**src/rtl/multicycle_ctrl.sv**
```systemverilog
// Purpose : control FSM + NZCV register for the multicycle ARM-subset datapath.
// Latency : DP 4, LDR 5, STR 4, B taken 3, cond-false/undefined 2 cycles (FETCH included).
// Backpr. : none; one instruction in flight, datapath enables are driven every cycle.
//
// Ports:
//   clock, reset_n          rising-edge clock, async active-low reset
//   Instr                   IR contents (stable from DECODE to next FETCH)
//   N, Z, C, V              combinational ALU flags
//   PCWrite..RegSrc         datapath selects / enables (Moore, except ImmSrc/RegSrc
//                           which follow Instr in every state)
//   Undef                   high in DECODE for unsupported/illegal encodings
//   Flags                   architectural NZCV register
// Optional feature: define CMP_TST_EN to support CMP (cmd 1010) and TST (cmd 1000)
// with S=1; without it those encodings decode as undefined.
module multicycle_ctrl #(
    parameter logic [3:0] RESET_FLAGS = 4'b0000
) (
    input  logic        clock,
    input  logic        reset_n,
    input  logic [31:0] Instr,
    input  logic        N,
    input  logic        Z,
    input  logic        C,
    input  logic        V,
    output logic        PCWrite,
    output logic        AdrSrc,
    output logic        MemWrite,
    output logic        IRWrite,
    output logic        RegWrite,
    output logic [1:0]  ResultSrc,
    output logic        ALUSrcA,
    output logic [1:0]  ALUSrcB,
    output logic [1:0]  ALUControl,
    output logic [1:0]  ImmSrc,
    output logic [1:0]  RegSrc,
    output logic        Undef,
    output logic [3:0]  Flags
);

    typedef enum logic [3:0] {
        S_FETCH, S_DECODE, S_MEMADR, S_MEMREAD, S_MEMWB,
        S_MEMWRITE, S_EXECR, S_EXECI, S_ALUWB, S_BRANCH
    } state_t;

    state_t     state_q, state_d;
    logic [3:0] flags_q, flags_d;

    // Instruction fields
    logic [3:0] cond;
    logic [1:0] op;
    logic [3:0] cmd;
    logic       i_bit, s_bit, u_bit, l_bit;
    logic       unused_bits;

    assign cond  = Instr[31:28];
    assign op    = Instr[27:26];
    assign i_bit = Instr[25];
    assign cmd   = Instr[24:21];
    assign u_bit = Instr[23];
    assign s_bit = Instr[20];
    assign l_bit = Instr[20];
    assign unused_bits = ^Instr[19:0];

    // flag_only: compare-type DP op that updates flags but writes no register.
    logic flag_only;
`ifdef CMP_TST_EN
    assign flag_only = s_bit && (cmd == 4'b1010 || cmd == 4'b1000);
`else
    assign flag_only = 1'b0;
`endif

    logic dp_ok, instr_undef, cond_ok;

    always_comb begin
        dp_ok = (cmd == 4'b0100) || (cmd == 4'b0010) || (cmd == 4'b0000) ||
                (cmd == 4'b1100) || flag_only;
        case (op)
            2'b00:   instr_undef = !dp_ok;
            2'b01:   instr_undef = i_bit;
            2'b10:   instr_undef = (Instr[25:24] != 2'b10);
            default: instr_undef = 1'b1;
        endcase
        if (cond == 4'b1111) instr_undef = 1'b1;
    end

    // Condition evaluated against the architectural register, never the live ALU flags.
    always_comb begin
        logic fn, fz, fc, fv;
        {fn, fz, fc, fv} = flags_q;
        case (cond)
            4'b0000: cond_ok = fz;
            4'b0001: cond_ok = !fz;
            4'b0010: cond_ok = fc;
            4'b0011: cond_ok = !fc;
            4'b0100: cond_ok = fn;
            4'b0101: cond_ok = !fn;
            4'b0110: cond_ok = fv;
            4'b0111: cond_ok = !fv;
            4'b1000: cond_ok = fc && !fz;
            4'b1001: cond_ok = !fc || fz;
            4'b1010: cond_ok = (fn == fv);
            4'b1011: cond_ok = (fn != fv);
            4'b1100: cond_ok = !fz && (fn == fv);
            4'b1101: cond_ok = fz || (fn != fv);
            default: cond_ok = 1'b1;
        endcase
    end

    // State and flag registers
    always_ff @(posedge clock or negedge reset_n) begin
        if (!reset_n) begin
            state_q <= S_FETCH;
            flags_q <= RESET_FLAGS;
        end else begin
            state_q <= state_d;
            flags_q <= flags_d;
        end
    end

    // Next-state and next-flags
    always_comb begin
        state_d = state_q;
        flags_d = flags_q;
        case (state_q)
            S_FETCH:  state_d = S_DECODE;
            S_DECODE: begin
                if (instr_undef || !cond_ok) state_d = S_FETCH;
                else begin
                    case (op)
                        2'b00:   state_d = i_bit ? S_EXECI : S_EXECR;
                        2'b01:   state_d = S_MEMADR;
                        2'b10:   state_d = S_BRANCH;
                        default: state_d = S_FETCH;
                    endcase
                end
            end
            S_MEMADR:   state_d = l_bit ? S_MEMREAD : S_MEMWRITE;
            S_MEMREAD:  state_d = S_MEMWB;
            S_EXECR, S_EXECI: begin
                state_d = flag_only ? S_FETCH : S_ALUWB;
                if (s_bit) begin
                    flags_d[3:2] = {N, Z};
                    // Logical ops (AND/ORR/TST) keep C and V.
                    if (cmd == 4'b0100 || cmd == 4'b0010 || cmd == 4'b1010)
                        flags_d[1:0] = {C, V};
                end
            end
            default: state_d = S_FETCH;
        endcase
    end

    // Moore outputs (write enables before reset gating)
    logic pcw_raw, memw_raw, irw_raw, regw_raw;
    logic [1:0] alu_dp;

    always_comb begin
        case (cmd)
            4'b0010, 4'b1010: alu_dp = 2'b01;
            4'b0000, 4'b1000: alu_dp = 2'b10;
            4'b1100:          alu_dp = 2'b11;
            default:          alu_dp = 2'b00;
        endcase
    end

    always_comb begin
        pcw_raw    = 1'b0;
        AdrSrc     = 1'b0;
        memw_raw   = 1'b0;
        irw_raw    = 1'b0;
        regw_raw   = 1'b0;
        ResultSrc  = 2'b00;
        ALUSrcA    = 1'b0;
        ALUSrcB    = 2'b00;
        ALUControl = 2'b00;
        Undef      = 1'b0;
        case (state_q)
            S_FETCH: begin
                irw_raw   = 1'b1;
                ALUSrcA   = 1'b1;
                ALUSrcB   = 2'b10;
                ResultSrc = 2'b10;
                pcw_raw   = 1'b1;
            end
            S_DECODE: begin
                // PC+8 on the result bus so R15 reads see it.
                ALUSrcA   = 1'b1;
                ALUSrcB   = 2'b10;
                ResultSrc = 2'b10;
                Undef     = instr_undef;
            end
            S_MEMADR: begin
                ALUSrcB    = 2'b01;
                ALUControl = u_bit ? 2'b00 : 2'b01;
            end
            S_MEMREAD: AdrSrc = 1'b1;
            S_MEMWB: begin
                ResultSrc = 2'b01;
                regw_raw  = 1'b1;
            end
            S_MEMWRITE: begin
                AdrSrc   = 1'b1;
                memw_raw = 1'b1;
            end
            S_EXECR: ALUControl = alu_dp;
            S_EXECI: begin
                ALUSrcB    = 2'b01;
                ALUControl = alu_dp;
            end
            S_ALUWB: regw_raw = 1'b1;
            S_BRANCH: begin
                ALUSrcB   = 2'b01;
                ResultSrc = 2'b10;
                pcw_raw   = 1'b1;
            end
            default: ;
        endcase
    end

    // Enables are killed while reset is held; selects keep their FETCH values.
    assign PCWrite  = pcw_raw  & reset_n;
    assign IRWrite  = irw_raw  & reset_n;
    assign RegWrite = regw_raw & reset_n;
    assign MemWrite = memw_raw & reset_n;

    assign ImmSrc = (op == 2'b01) ? 2'b01 : (op == 2'b10) ? 2'b10 : 2'b00;
    assign RegSrc = (op == 2'b10)            ? 2'b01 :
                    (op == 2'b01 && !l_bit)  ? 2'b10 : 2'b00;
    assign Flags  = flags_q;

endmodule

```
**config.mk**
```make
export PLATFORM = sky130hd
export DESIGN_NAME = multicycle_ctrl
export DESIGN_NICKNAME = d
export VERILOG_FILES = /design/src/rtl/multicycle_ctrl.sv
export SDC_FILE = /design/constraint.sdc
export NUM_CORES = 1
export LEC_CHECK = 0
export ABC_AREA = 1
export BUFFER_PORTS_ARGS = -buffer_cell sky130_fd_sc_hd__buf_2
export CORE_MARGIN = 5
export CORE_UTILIZATION = 37
export DETAILED_ROUTE_END_ITERATION = 8
export PLACE_DENSITY = 0.86
export SLEW_MARGIN = 30
export SYNTH_ARGS = -nofsm -noshare
export SYNTH_HDL_FRONTEND = slang
export SYNTH_SLANG_ARGS = --single-unit
```
**constraint.sdc**
```tcl
create_clock -name clock -period 1.4 [get_ports clock]
set_clock_uncertainty 0.15 [all_clocks]
set_input_delay 0.28 -clock clock [delete_from_list [all_inputs] [get_ports clock]]
set_output_delay 0.28 -clock clock [all_outputs]
set_load 0.05 [all_outputs]
```
# Word level (Yosys, flattened, before mapping)
# Index checks and enable logic that the tools add are counted.
[totals] regBits=8 in_bits=38 out_inout_bits=21
[classes] n_eq_ne=33 mux=24 n_bitwise=4 reduce_logical=32
[ops] operator="$eq A4 B4 Y1 const B" n=12
[ops] operator="$eq A4 B3 Y1 const B" n=9
[ops] operator="$eq A4 B2 Y1 const B" n=5
[ops] operator="$pmux W4 S5" n=1
[ops] operator="$pmux W1 S14" n=1
[ops] operator="$reduce_or A2 Y1" n=7
[ops] operator="$logic_not A4 Y1" n=3
[ops] operator="$pmux W2 S2" n=3
[ops] operator="$pmux W4 S3" n=1
[ops] operator="$mux W1" n=10
[ops] operator="$eq A4 B1 Y1 const B" n=2
[ops] operator="$mux W2" n=4
[ops] operator="$logic_not A1 Y1" n=7
[ops] operator="$logic_or A1 B1 Y1" n=7
[ops] operator="$pmux W2 S3" n=1
[ops] operator="$reduce_or A3 Y1" n=2
[ops] operator="$and A1 B1 Y1" n=4
[ops] operator="$mux W4" n=1
[ops] operator="$logic_and A1 B1 Y1" n=3
[ops] operator="$mux W3" n=1
[ops] operator="$pmux W1 S3" n=1
[ops] operator="$reduce_and A3 Y1" n=1
[ops] operator="$eq A2 B1 Y1 const B" n=1
[ops] operator="$eq A2 B2 Y1 const B" n=1
[ops] operator="5 further kinds" n=5

# Logic depth before layout (Yosys ltp)
[logic_depth] depth_word=10 ltp_mapped=10

# Worst setup path before layout
# Ideal clock, no wire load.
[synth_path] path_type="register to output" startpoint="register state_q[3]" endpoint="output ResultSrc[0]" arrival_ns=1.668 slack_ns=-0.698 path_stages_with_launch=4 path_buffers=0 cell_sequence="dfrtp_1 > nor2_4 > inv_1 > nor3_1"
[synth_between] elab_chain_len=3 word_cells_on_any_way=6 cone_classes="3 x eq/ne; 1 x mux; 2 x reduce/logical"
[synth_rtl] element="start, declared" line="45" source="state_t state_q, state_d;"
[synth_rtl] element="start signal, assigned" line="115" source="state_q <= state_d;"
[synth_rtl] element="$eq A4 B1 Y1, or another cell as far along" line="176" source="case (state_q)"
[synth_rtl] element="$reduce_or A3 Y1 (no line)"
[synth_rtl] element="$pmux W2 S2 *" line="176"
[synth_rtl] element="end, declared" line="30" source="output logic [1:0] ResultSrc,"
# Mark *: on every way between the ends. The rest lies on a longest branch, timed or not.

# Worst setup path after layout
[layout_path] startpoint="input Instr[22]" endpoint="output ALUControl[0]"
[layout_between] elab_chain_len=4 word_cells_on_any_way=9 cone_classes="4 x eq/ne; 2 x mux; 3 x reduce/logical"
[layout_rtl] element="start, declared" line="20" source="input logic [31:0] Instr,"
[layout_rtl] element="$eq A4 B4 Y1, or another cell as far along" line="157" source="case (cmd)"
[layout_rtl] element="$reduce_or A2 Y1" line="157"
[layout_rtl] element="$pmux W2 S3 *" line="157"
[layout_rtl] element="$pmux W2 S2 *" line="176"
[layout_rtl] element="end, declared" line="33" source="output logic [1:0] ALUControl,"
# Marks and branches as above.

==> impl_results.md <==
- Global-route wire length before repair: 5640 µm
- Tot Pwr: 2.41 mW
- Total Wirelength: 3870 µm
- Main combinational cell family by area after synthesis: simple AND/OR/NAND/NOR gates
- DR WL/cell: 15.3 µm
- Final Hold Violating Endpoints: 0
- Setup Crit Path Kind: in2out
- Yosys warns: 0
- Crit path DAT: 1.51 ns
- CP bufs+invs: 2
- H-tree Lvls: 1
- Max Clk Rate: 515 MHz
- Violated checks: setup timing
- Main flop type after synthesis: dfrtp_1
- NumNets Final: 264
- Post-synthesis adder-cell area fraction: 0%
- PortBufs: 38
- Vias per inst: 5.18
- Commonest cells after routing, fill and taps aside: buf_4, nand2_1, nor2_4
- Final Util: 81.8%
- Largest net degree at the start of global routing: 9
- Clk Latency, worst-skew pair: 0.25 ns
- Met3 Resource Use GR: 5.35%
- #FFs+latches synth: 8
- Initial Util: 38.4%
- Syn nets: 184
- Post-Synthesis Cell Area: 850 µm²
- Synth-to-Final Area Change: 113%
- R2R Setup Slk: -0.14 ns
- M1 GR Usage: 21.6%
- Fin crit share: 139%
- Placed Area: 0.00144 mm²
- Max incr delay on CP: 0.31 ns
- Fill count: 116
- CP delay by family, top: simple AND/OR/NAND/NOR gates
- Post-synthesis mux area share: 0%
- Post-synth EDFFs: 0
- Syn avg cell area: 5.82 µm²
- 1st-iter DRT viols: 42
- RSZ-0062 raised after global routing: true
- RD Place Congestion: 0.807
- Power per cell area: 1330 mW/mm²
- Worst-Margin Slew: 0.325 ns
- Final setup violation count: 21
- DRC Markers: 0
- Outcome: complete, but fails checks
- CTS tree: built
- DR pass1 iterations: 4
- Synth Area in Simple Gates: 50.5%
- Post-route cell area: 0.00181 mm²
- Max-Cap Viols: 0
- Slew HR: 78.1%
- Die Footprint: 0.00335 mm²
- Grt total ovfl: 0
- Layout cells sized above 1: 66.7%
- Rows: 17
- Chip height: 57.9 µm
- Clock buffer depth: 2
- Multi-input gate area: 796 µm²
- Crit path launch type: primary input
- Seq/Total Area, Yosys: 23.6%
- Vias in the first global route: 1,280
- Syn Inst Count: 146
- Worst VDD drop: 0.00122 V
- Register area: 209 µm²
- Final setup margin: -0.540 ns
- M2 GR Usage: 42.6%
- Slowest library cell on the worst path: o21ai_0
- Commonest non-fill, non-tap cell in the layout: buf_4
- Worst path required time: 0.97 ns
- Post-synthesis cell type count: 20
- Core Region: 0.00221 mm²
- Clock sink count: 8
- Fraction of registers with async set/reset: 100%
- Tmin final: 1.94 ns
- CTS Buf Count: 3
- Routed via count: 1,310
- I/O Pins: 59
- Placed wire-length estimate: 2280 µm
- Critical Path End Type: output port
- Hold Crit Class: in2reg
- Diode count: 0
- Clk root buf: clkbuf_4
- Critical-path cell list: buf_2, nor2_1, nand2_1, o21ai_0, nand3_1, o21ai_4, buf_6
- Synth Area in XOR/XNOR: 0%
- Grt peak-use layer: met2
- Reg clk slew, reported paths: 0.05 ns
- P_leak: 0.900 nW
- Gr usage total: 21.8%
- Pins over their slew limit: 0
- Final ANT Viol Nets: 0
- Initial antenna violation count: 0
- Compound-Gate Fraction of Synth Area: 12.4%
- Die X: 57.9 µm
- Crit-path max FO: 3
## power breakdown
part / switching (mW) / internal, mW
combinational: 1.14 / 0.728
sequential: 0.0733 / 0.283
clock: 0.0771 / 0.109
total: 1.29 / 1.12
## cell families (layout without fill, tap and decap cells)
family | count (synthesis) | after routing
AO/OA/AOI/OAI | 20 | 20
flip-flops | 8 | 8
buffers and inverters | 26 | 105
AND/OR/NAND/NOR | 92 | 92
## synthesized netlist by cell type (4+ instances only)
cell type / instances / area [µm²]
a21oi_1: 8 / 40.0
inv_2: 5 / 18.8
o21ai_0: 8 / 40.0
dfrtp_1: 8 / 200
inv_1: 16 / 60.1
nor2_2: 4 / 25.0
nor3_1: 4 / 20.0
nand2_1: 38 / 143
nor2_1: 22 / 82.6
nor2_4: 5 / 56.3
nand3_1: 16 / 80.1
## worst paths after layout
kind,endpoint,cells after the start,from
max in group asynchronous,state_q[1],3,reset_n
min,Flags[2],3,Z
min reg2reg,Flags[2],2,Flags[2]
min in group asynchronous,Flags[3],3,reset_n
max,ALUControl[0],7,Instr[22]
max reg2reg,Flags[1],9,state_q[2]
## metal layers
layer	part of all wire [%]	wire [µm]
met5	0	0
met4	2.5	97
met3	6.3	245
met2	53	2050
met1	38	1470
## worst min-delay path, stage by stage
cell and delay [ns]:
buf_2 0.08, nand2_2 0.05, o21ai_2 0.04
## flip-flops by register name (all words and copies together), names as in the netlist
name	flops
Flags	4
state_q	4
## area by class of cell
cell class / instances / area share (%)
flip-flops and latches: 8 / 11.5
well taps: 28 / 1.94
clock buffers: 4 / 1.45
repair buffers: 78 / 36.2
inverters: 23 / 4.91
multi-input cells: 112 / 44.0
## timing repair
item,CTS,global route
endpoints found under the setup margin,23,27
setup buffers,4,5
pin swaps,5,12
gates resized for setup,54,32
endpoints found under the hold margin,8,0
hold buffers,1,0
## per-stage QoR
step | hold slack (ns) | setup TNS (ns) | worst slack, ns | cells
4_1_cts | 0.0885 | -5.08 | -0.421 | 249
6_report | 0.0841 | -6.39 | -0.540 | 253
3_5_place_dp | 0.0735 | -2.99 | -0.285 | 241
2_1_floorplan | -0.166 | -1.56 | -0.248 | 146
5_1_grt | 0.0657 | -7.76 | -0.614 | 253
3_3_place_gp | 0.0716 | -2.56 | -0.270 | 241
(Power assumes the default switching activity.)
